**src/rtl/mem_stage.sv**
```systemverilog
// Memory-access stage: registers the EX->MEM bus, runs one data-SRAM transaction per
// load/store, and produces the WB bus, the HI/LO bus and the forwarding buses to ID.
module mem_stage #(
  parameter int EX_TO_MEM_WD = 110,
  parameter int MEM_TO_WB_WD = 70
) (
  input  logic                    clk,
  input  logic                    rst,
  input  logic [5:0]              stall,
  input  logic [EX_TO_MEM_WD-1:0] ex_to_mem_bus,
  input  logic [65:0]             ex_to_mem_1,
  output logic                    data_sram_req,
  output logic                    data_sram_wr,
  output logic [3:0]              data_sram_wstrb,
  output logic [31:0]             data_sram_addr,
  output logic [31:0]             data_sram_wdata,
  input  logic                    data_sram_addr_ok,
  input  logic                    data_sram_data_ok,
  input  logic [31:0]             data_sram_rdata,
  output logic                    stallreq_for_mem,
  output logic [MEM_TO_WB_WD-1:0] mem_to_wb_bus,
  output logic [65:0]             mem_to_wb_1,
  output logic [37:0]             mem_to_id_bus,
  output logic [65:0]             mem_to_id_2
);

  typedef enum logic [1:0] {IDLE, REQ, WAIT, DONE} state_t;

  state_t                  state;
  logic [EX_TO_MEM_WD-1:0] bus_p1;
  logic [65:0]             hilo_p1;
  logic [31:0]             rdata_buf;

  logic        capture;
  logic        bubble;
  logic        in_mem_op;
  logic        unused_stall;
  logic [31:0] pc_p1;
  logic [4:0]  ld_op_p1;
  logic [2:0]  st_op_p1;
  logic        rf_we_p1;
  logic [4:0]  rf_waddr_p1;
  logic [31:0] ex_result_p1;
  logic [31:0] rt_data_p1;
  logic [31:0] rd;
  logic [31:0] load_data;
  logic [31:0] rf_wdata;
  logic        fill;

  function automatic logic [31:0] ext8(input logic [7:0] b, input logic sgn);
    logic signed [7:0] sb;
    sb = b;
    return sgn ? 32'(sb) : {24'b0, b};
  endfunction

  function automatic logic [31:0] ext16(input logic [15:0] h, input logic sgn);
    logic signed [15:0] sh;
    sh = h;
    return sgn ? 32'(sh) : {16'b0, h};
  endfunction

  assign capture      = ~stall[3];
  assign bubble       = stall[3] & ~stall[4];
  assign in_mem_op    = (|ex_to_mem_bus[77:73]) | (|ex_to_mem_bus[72:70]);
  assign unused_stall = ^{stall[5], stall[2:0]};

  // an access completes (rdata captured) on data_ok in WAIT, or together with addr_ok in REQ
  assign fill = ((state == REQ) & data_sram_addr_ok & data_sram_data_ok) |
                ((state == WAIT) & data_sram_data_ok);

  // ---- stage p1: input register and access FSM ----
  always_ff @(posedge clk or negedge rst) begin
    if (!rst) begin
      bus_p1    <= '0;
      hilo_p1   <= '0;
      rdata_buf <= '0;
      state     <= IDLE;
    end else begin
      if (capture) begin
        bus_p1  <= ex_to_mem_bus;
        hilo_p1 <= ex_to_mem_1;
      end else if (bubble) begin
        bus_p1  <= '0;
        hilo_p1 <= '0;
      end
      if (fill) rdata_buf <= data_sram_rdata;
      if (capture) begin
        state <= in_mem_op ? REQ : IDLE;
      end else if (bubble) begin
        state <= IDLE;
      end else begin
        case (state)
          REQ:     if (data_sram_addr_ok) state <= data_sram_data_ok ? DONE : WAIT;
          WAIT:    if (data_sram_data_ok) state <= DONE;
          default: state <= state;
        endcase
      end
    end
  end

  assign pc_p1        = bus_p1[EX_TO_MEM_WD-1 -: 32];
  assign ld_op_p1     = bus_p1[77:73];
  assign st_op_p1     = bus_p1[72:70];
  assign rf_we_p1     = bus_p1[69];
  assign rf_waddr_p1  = bus_p1[68:64];
  assign ex_result_p1 = bus_p1[63:32];
  assign rt_data_p1   = bus_p1[31:0];

  // ---- stage p1 combinational: SRAM request, load alignment, output buses ----
  assign data_sram_req    = (state == REQ);
  assign data_sram_wr     = |st_op_p1;
  assign data_sram_addr   = {ex_result_p1[31:2], 2'b00};
  assign stallreq_for_mem = (state == REQ) | ((state == WAIT) & ~data_sram_data_ok);

  always_comb begin
    data_sram_wstrb = 4'b0000;
    data_sram_wdata = rt_data_p1;
    if (st_op_p1[2]) begin
      data_sram_wstrb = 4'b0001 << ex_result_p1[1:0];
      data_sram_wdata = {4{rt_data_p1[7:0]}};
    end else if (st_op_p1[1]) begin
      data_sram_wstrb = ex_result_p1[1] ? 4'b1100 : 4'b0011;
      data_sram_wdata = {2{rt_data_p1[15:0]}};
    end else if (st_op_p1[0]) begin
      data_sram_wstrb = 4'b1111;
    end
  end

  assign rd = (state == WAIT) ? data_sram_rdata : rdata_buf;

  always_comb begin
    logic [7:0]  byte_sel;
    logic [15:0] half_sel;
    case (ex_result_p1[1:0])
      2'd0:    byte_sel = rd[7:0];
      2'd1:    byte_sel = rd[15:8];
      2'd2:    byte_sel = rd[23:16];
      default: byte_sel = rd[31:24];
    endcase
    half_sel = ex_result_p1[1] ? rd[31:16] : rd[15:0];
    load_data = rd;
    if (ld_op_p1[4])      load_data = ext8(byte_sel, 1'b1);
    else if (ld_op_p1[3]) load_data = ext8(byte_sel, 1'b0);
    else if (ld_op_p1[2]) load_data = ext16(half_sel, 1'b1);
    else if (ld_op_p1[1]) load_data = ext16(half_sel, 1'b0);
  end

  assign rf_wdata      = (|ld_op_p1) ? load_data : ex_result_p1;
  assign mem_to_wb_bus = {pc_p1, rf_we_p1, rf_waddr_p1, rf_wdata};
  // forwarding is suppressed while the load value is not yet final
  assign mem_to_id_bus = {rf_we_p1 & ~stallreq_for_mem, rf_waddr_p1, rf_wdata};
  assign mem_to_wb_1   = hilo_p1;
  assign mem_to_id_2   = hilo_p1;

endmodule

```
**config.mk**
```make
export PLATFORM = sky130hd
export DESIGN_NAME = mem_stage
export DESIGN_NICKNAME = d
export VERILOG_FILES = /design/src/rtl/mem_stage.sv
export SDC_FILE = /design/constraint.sdc
export NUM_CORES = 1
export LEC_CHECK = 0
export ABC_AREA = 0
export CAP_MARGIN = 20
export CELL_PAD_IN_SITES_DETAIL_PLACEMENT = 1
export CELL_PAD_IN_SITES_GLOBAL_PLACEMENT = 1
export CORE_MARGIN = 8
export CORE_UTILIZATION = 30
export DETAILED_ROUTE_END_ITERATION = 8
export PLACE_DENSITY_LB_ADDON = 0.1
export SYNTH_ARGS = -nofsm -noshare
export SYNTH_HDL_FRONTEND = slang
export SYNTH_SLANG_ARGS = --single-unit
```
**constraint.sdc**
```tcl
create_clock -name clk -period 4 [get_ports clk]
set_input_delay 1.2 -clock clk [delete_from_list [all_inputs] [get_ports clk]]
set_output_delay 1.2 -clock clk [all_outputs]
set_load 0.1 [all_outputs]
```
# Word-level counts from Yosys, hierarchy flattened
# Index checks and enable logic that the tools add are counted.
[op_classes] eq_ne=8 reduce_logical=6 bitwise_logic=12 shift=1 n_mux=25
[op_table] op="2-to-1 mux 32 bit" count=8
[op_table] op="2-to-1 mux 110 bit" count=2
[op_table] op="2-to-1 mux 66 bit" count=2
[op_table] op="one-hot mux 8 bit (3 select lines)" count=1
[op_table] op="2-to-1 mux 16 bit" count=1
[op_table] op="2-to-1 mux 4 bit" count=4
[op_table] op="OR reduction 5 bit" count=2
[op_table] op="2-to-1 mux 2 bit" count=4
[op_table] op="bitwise AND 1 bit" count=6
[op_table] op="OR reduction 3 bit" count=2
[op_table] op="equality test 2 x 1 -> 1 bit (second input constant)" count=2
[op_table] op="equality test 2 bit (second input constant)" count=2
[op_table] op="!= test 4 x 1 -> 1 bit (second input constant)" count=1
[op_table] op="!= test 4 x 2 -> 1 bit (second input constant)" count=1
[op_table] op="!= test 4 bit (second input constant)" count=1
[op_table] op="one-hot mux 2 bit (2 select lines)" count=1
[op_table] op="left shift 1 x 2 -> 4 bit (first input constant)" count=1
[op_table] op="inverter 1 bit" count=3
[op_table] op="bitwise OR 1 bit" count=3
[op_table] op="AND reduction 3 bit" count=1
[op_table] op="logical NOT 2 bit" count=1
[op_table] op="2-to-1 mux 1 bit" count=2
[op_table] op="!= test 2 x 1 -> 1 bit (second input constant)" count=1
[word_totals] input_bits=218 output_inout_bits=311 wordCells=56 reg_bits=210

# Logic depth before layout (Yosys ltp)
[depth] ltp_word=8 mapped_depth=9 depth_no_buf=5

# Least setup slack after synthesis
# OpenSTA, ideal clock, no wires.
[synth_path] kind="input -> output" from="input port data_sram_rdata[31]" to="output port mem_to_wb_bus[22]" path_stages=7 required_time_ns=2.800 arrival_ns=4.178 path_slack_ns=-1.378 path_buffers=2 cell_sequence="inv_1 -> mux4_2 -> a21oi_4 -> buf_4 -> o21ai_0 -> a21oi_1 -> buf_4"
[synth_via] elab_chain_cells=6 word_cells_on_any_way=7 cone_classes="mux (7)"
[synth_rtl] item="from (decl)" line_no="19" text="input logic [31:0] data_sram_rdata,"
[synth_rtl] item="2-to-1 mux 32 bit (*)" line_no="129" text="assign rd = (state == WAIT) ? data_sram_rdata : rdata_buf;"
[synth_rtl] item="2-to-1 mux 16 bit" line_no="140" text="half_sel = ex_result_p1[1] ? rd[31:16] : rd[15:0];"
[synth_rtl] item="2-to-1 mux 32 bit" line_no="144" text="else if (ld_op_p1[2]) load_data = ext16(half_sel, 1'b1);"
[synth_rtl] item="2-to-1 mux 32 bit" line_no="143" text="else if (ld_op_p1[3]) load_data = ext8(byte_sel, 1'b0);"
[synth_rtl] item="2-to-1 mux 32 bit (*)" line_no="142" text="if (ld_op_p1[4]) load_data = ext8(byte_sel, 1'b1);"
[synth_rtl] item="2-to-1 mux 32 bit (*)" line_no="148" text="assign rf_wdata = (|ld_op_p1) ? load_data : ex_result_p1;"
[synth_rtl] item="to (decl)" line_no="21" text="output logic [MEM_TO_WB_WD-1:0] mem_to_wb_bus,"
# Mark *: on every way between the ends. The rest lies on a longest branch, timed or not.

# Final worst setup path
[layout_path] from="input port data_sram_rdata[23]" to="output port mem_to_id_bus[27]"
[layout_via] elab_chain_cells=4
[layout_rtl] item="2-to-1 mux 32 bit" line_no="129"
[layout_rtl] item="one-hot mux 8 bit (3 select lines)" line_no="134" text="case (ex_result_p1[1:0])"
[layout_rtl] item="2-to-1 mux 32 bit" line_no="142"
[layout_rtl] item="2-to-1 mux 32 bit" line_no="148"
[layout_rtl] item="to (decl)" line_no="23" text="output logic [37:0] mem_to_id_bus,"
# Every way passes these cells.

==> results.tsv <==
stage	metric	value	unit
setup_path	r2r_start	state[0]$_DFFE_PN0P_	
global_route	grt_pass1_vias	10960	
drt	wl	48550	um
setup_path	required	2800	ps
setup_path	endpoint_kind	output pin	
setup_path	worstReg2RegEnd	rdata_buf[6]$_DFFE_PN0P_	
sta	worst_slack	-113.9	ps
setup_path	worstPathArrival	2910	ps
clocking	cts_made_buffers	27	
global_route	grt_overflow	0	
run_status	violations	setup timing	
sta	slew_headroom	30.78	%
yosys	synth_edf_count	0	
setup_path	path_buf_inv	4	
drt	drtIter0Drc	342	
drt	drc	0	
setup_path	worst_setup_path_start_kind	primary input	
global_route	grt_use_total	21.55	%
sta	finalSetupTns	-3368	ps
floorplan	rows	70	
yosys	synth_cell_types	46	
cells_and_area	utilization	48.47	%
worst_hold_path	hp-start	bus_p1[24]$_DFFE_PN0N_	
yosys	yosys_register_bits	210	
yosys	avgSynthCellArea	8.753	um2
pwr	p_total	10.07	mW
yosys	syn_area	11160	um2
cells_and_area	syn_to_final_growth	59.00	%
worst_hold_path	holdCritPathClass	reg -> reg	
setup_path	reg2reg_slack	2080	ps
sta	layout_min_cycle_time	4114	ps
sta	rsz0062_at_grt	true	
cells_and_area	nNetsFinal	1854	
pwr	p_per_area	567.5	nW/um2
drt	via_count	9812	
setup_path	cp_max_fo	5	
clocking	cts_max_path_buffers	3	
cells_and_area	drive_gt1_share	24.88	%
global_route	grt_max_degree	94	
setup_path	cpLargestDelayFamily	compound AO/OA/AOI/OAI gates	
clocking	cts_tree	yes	
worst_hold_path	whs_path_depth	2	
sta	setup_violations	48	
pwr	max-vdd-ir-drop	268.8	uV
clocking	cts.reportedPaths.clkPinSlew	60	ps
floorplan	core	36610	um2
drt	highest_layer	met5	
sta	finalHoldViolations	0	
worst_hold_path	whs_endpoint	bus_p1[24]$_DFFE_PN0N_	
sta	worstMarginPinSlew	1035	ps
setup_path	worst-r2r-cell-count	6	
placement	port_buffers	522	
placement	gp_congestion	0.8334	
floorplan	die_area	43630	um2
setup_path	cpMaxStageDelayCell	or4b_4	
sta	fin_skew	8.636	ps
floorplan	initial_utilization	30.49	%
drt	wirelength_met1	18340	um
yosys	synth_top_area_share	47.09	%
pwr	p_leak	8.355	nW
global_route	grt_pass1_wl	72170	um
yosys	ys_seq_area_share	47.09	%
floorplan	die_x	208.9	um
job	max_cap_violations	0	
yosys	yosys_warnings	0	
global_route	antenna_found_initial	6	
drt	vias_per_cell	4.607	
placement	dp_hpwl	37780	um
yosys	synth_largest_area_cell	dfrtp_1	
yosys	netlist_top_cells_area	dfrtp_1 (47%), buf_4 (13%), o21ai_0 (9.1%)	
clocking	clk_latency	520	ps
drt	wl_per_cell	22.79	um
clocking	clock-root-buffer	clkbuf_16	
sta	fin_crit_sh	102.8	%
drt	firstDrtPassIters	4	
drt	antenna_left	0	
yosys	synth_cells	1275	
floorplan	die_h	208.9	um
floorplan	io_pins	529	
sta	fmax	243.1	MHz
sta	drv_slew	0	
yosys	async_flop_share	100.0	%
drt	wl_met3	3148	um
clocking	clock-sinks	210	
sta	holdWs	480.9	ps
clocking	htreeDepth	1	
yosys	synth_flop_cell	dfrtp_1	
setup_path	slowest_delay	490	ps
setup_path	path_cells	buf_6 -> or4b_4 -> o311ai_4 -> o221ai_2 -> a31oi_4 -> buf_6 -> buf_12 -> a21oi_4 -> buf_12	
drt	wl_met2	26350	um
setup_path	critPathKind	in -> out	
run_status	status	finished, violations left	
## worst register-to-register path: stages, from the launching register on
cell,delay [ps]
dfrtp_2,440
nand2b_4,240
buf_4,180
nand2_1,50
nand2_1,60
buf_4,400
mux2_2,420
## logic make-up after synthesis
kind of cell | synth area share, %
buffers and inverters | 21.08
AO/OA/AOI/OAI | 13.96
AND/OR/NAND/NOR | 9.338
flip-flops | 47.09
multiplexers | 8.509
other | 0.03360
## worst max path at each step
stage / startpoint / to / cells after the start
after floorplan: data_sram_rdata[23] / mem_to_wb_bus[22] / 7
after CTS: data_sram_rdata[23] / mem_to_id_bus[27] / 10
final: data_sram_rdata[23] / mem_to_id_bus[27] / 9
after global placement: data_sram_rdata[23] / mem_to_id_bus[27] / 8
after global routing: data_sram_rdata[23] / mem_to_id_bus[27] / 9
after detailed placement: data_sram_rdata[23] / mem_to_id_bus[27] / 8
## layout by cell type (no fill, tap or decap), types with 3 or more instances in the layout
| master | n |
|---|---|
| clkdlybuf4s50_1 | 314 |
| dfrtp_1 | 206 |
| nand2_1 | 198 |
| inv_1 | 190 |
| o21ai_0 | 176 |
| buf_4 | 161 |
| buf_12 | 83 |
| nor2_1 | 46 |
| mux2_2 | 38 |
| mux2i_1 | 35 |
| clkbuf_16 | 27 |
| a21oi_4 | 19 |
| o22ai_1 | 19 |
| o21ai_1 | 13 |
| o21ai_2 | 10 |
| clkbuf_8 | 9 |
| a21oi_1 | 8 |
| clkbuf_1 | 8 |
| o22a_4 | 7 |
| diode_2 | 6 |
| buf_6 | 5 |
| mux2i_2 | 4 |
| mux4_2 | 4 |
| o21ai_4 | 4 |
| dfrtp_2 | 4 |
| clkinv_2 | 4 |
| dlymetal6s2s_1 | 4 |
| dlygate4sd2_1 | 4 |
| nand3_1 | 3 |
| mux2i_4 | 3 |
| a221oi_1 | 3 |
| nand2_2 | 3 |
| a22o_4 | 3 |
## cell type report
type,instances,area [um2]
multi-input cells,630,4066
clock inverters,5,50.05
clock buffers,44,829.5
inverters,191,716.9
repair buffers,576,6222
flip-flops and latches,210,5260
well taps,468,585.6
diodes,6,15.01
fillers,4110,18860
## timing repair
item | 4_1_cts | 5_1_grt
endpoints found under the setup margin | 64 | 60
setup buffers | 10 | 3
hold buffers | 0 | 0
pin swaps | 24 | 16
cloned | 3 | 0
gates resized for setup | 70 | 24
## registers in the layout, summed over array words and instances, names as in the netlist
register / flops
mem_to_id_2: 66
rdata_buf: 32
bus_p1: 110
state: 2
## cell usage after synthesis (8+ instances only)
library cell and number:
dfrtp_1 210, o21ai_0 202, nand2_1 201, inv_1 190
buf_4 186, nor2_1 47, clkbuf_1 45, mux2i_1 42
mux2_2 38, a21oi_1 26, o22ai_1 20, buf_2 8
## where the power goes
part	switching, mW	internal (mW)
Combinational	3.59	1.57
Sequential	0.166	2.33
Clock	0.945	1.47
## stage by stage
stage / area [um2] / setup WS (ps) / instances
2_1_floorplan: 11670 / -386.6 / 1276
3_3_place_gp: 16490 / -463.9 / 2062
3_5_place_dp: 16490 / -496.6 / 2062
4_1_cts: 17710 / -182.4 / 2124
5_1_grt: 17740 / -154.1 / 2128
6_report: 17750 / -113.9 / 2130
## routing by layer
layer,vias up,track usage [%]
li1,4613,-
met1,4867,23.69
met2,288,40.97
met3,42,5.852
met4,2,4.253
met5,-,0
Note: power is estimated with default switching activity, not from simulation.
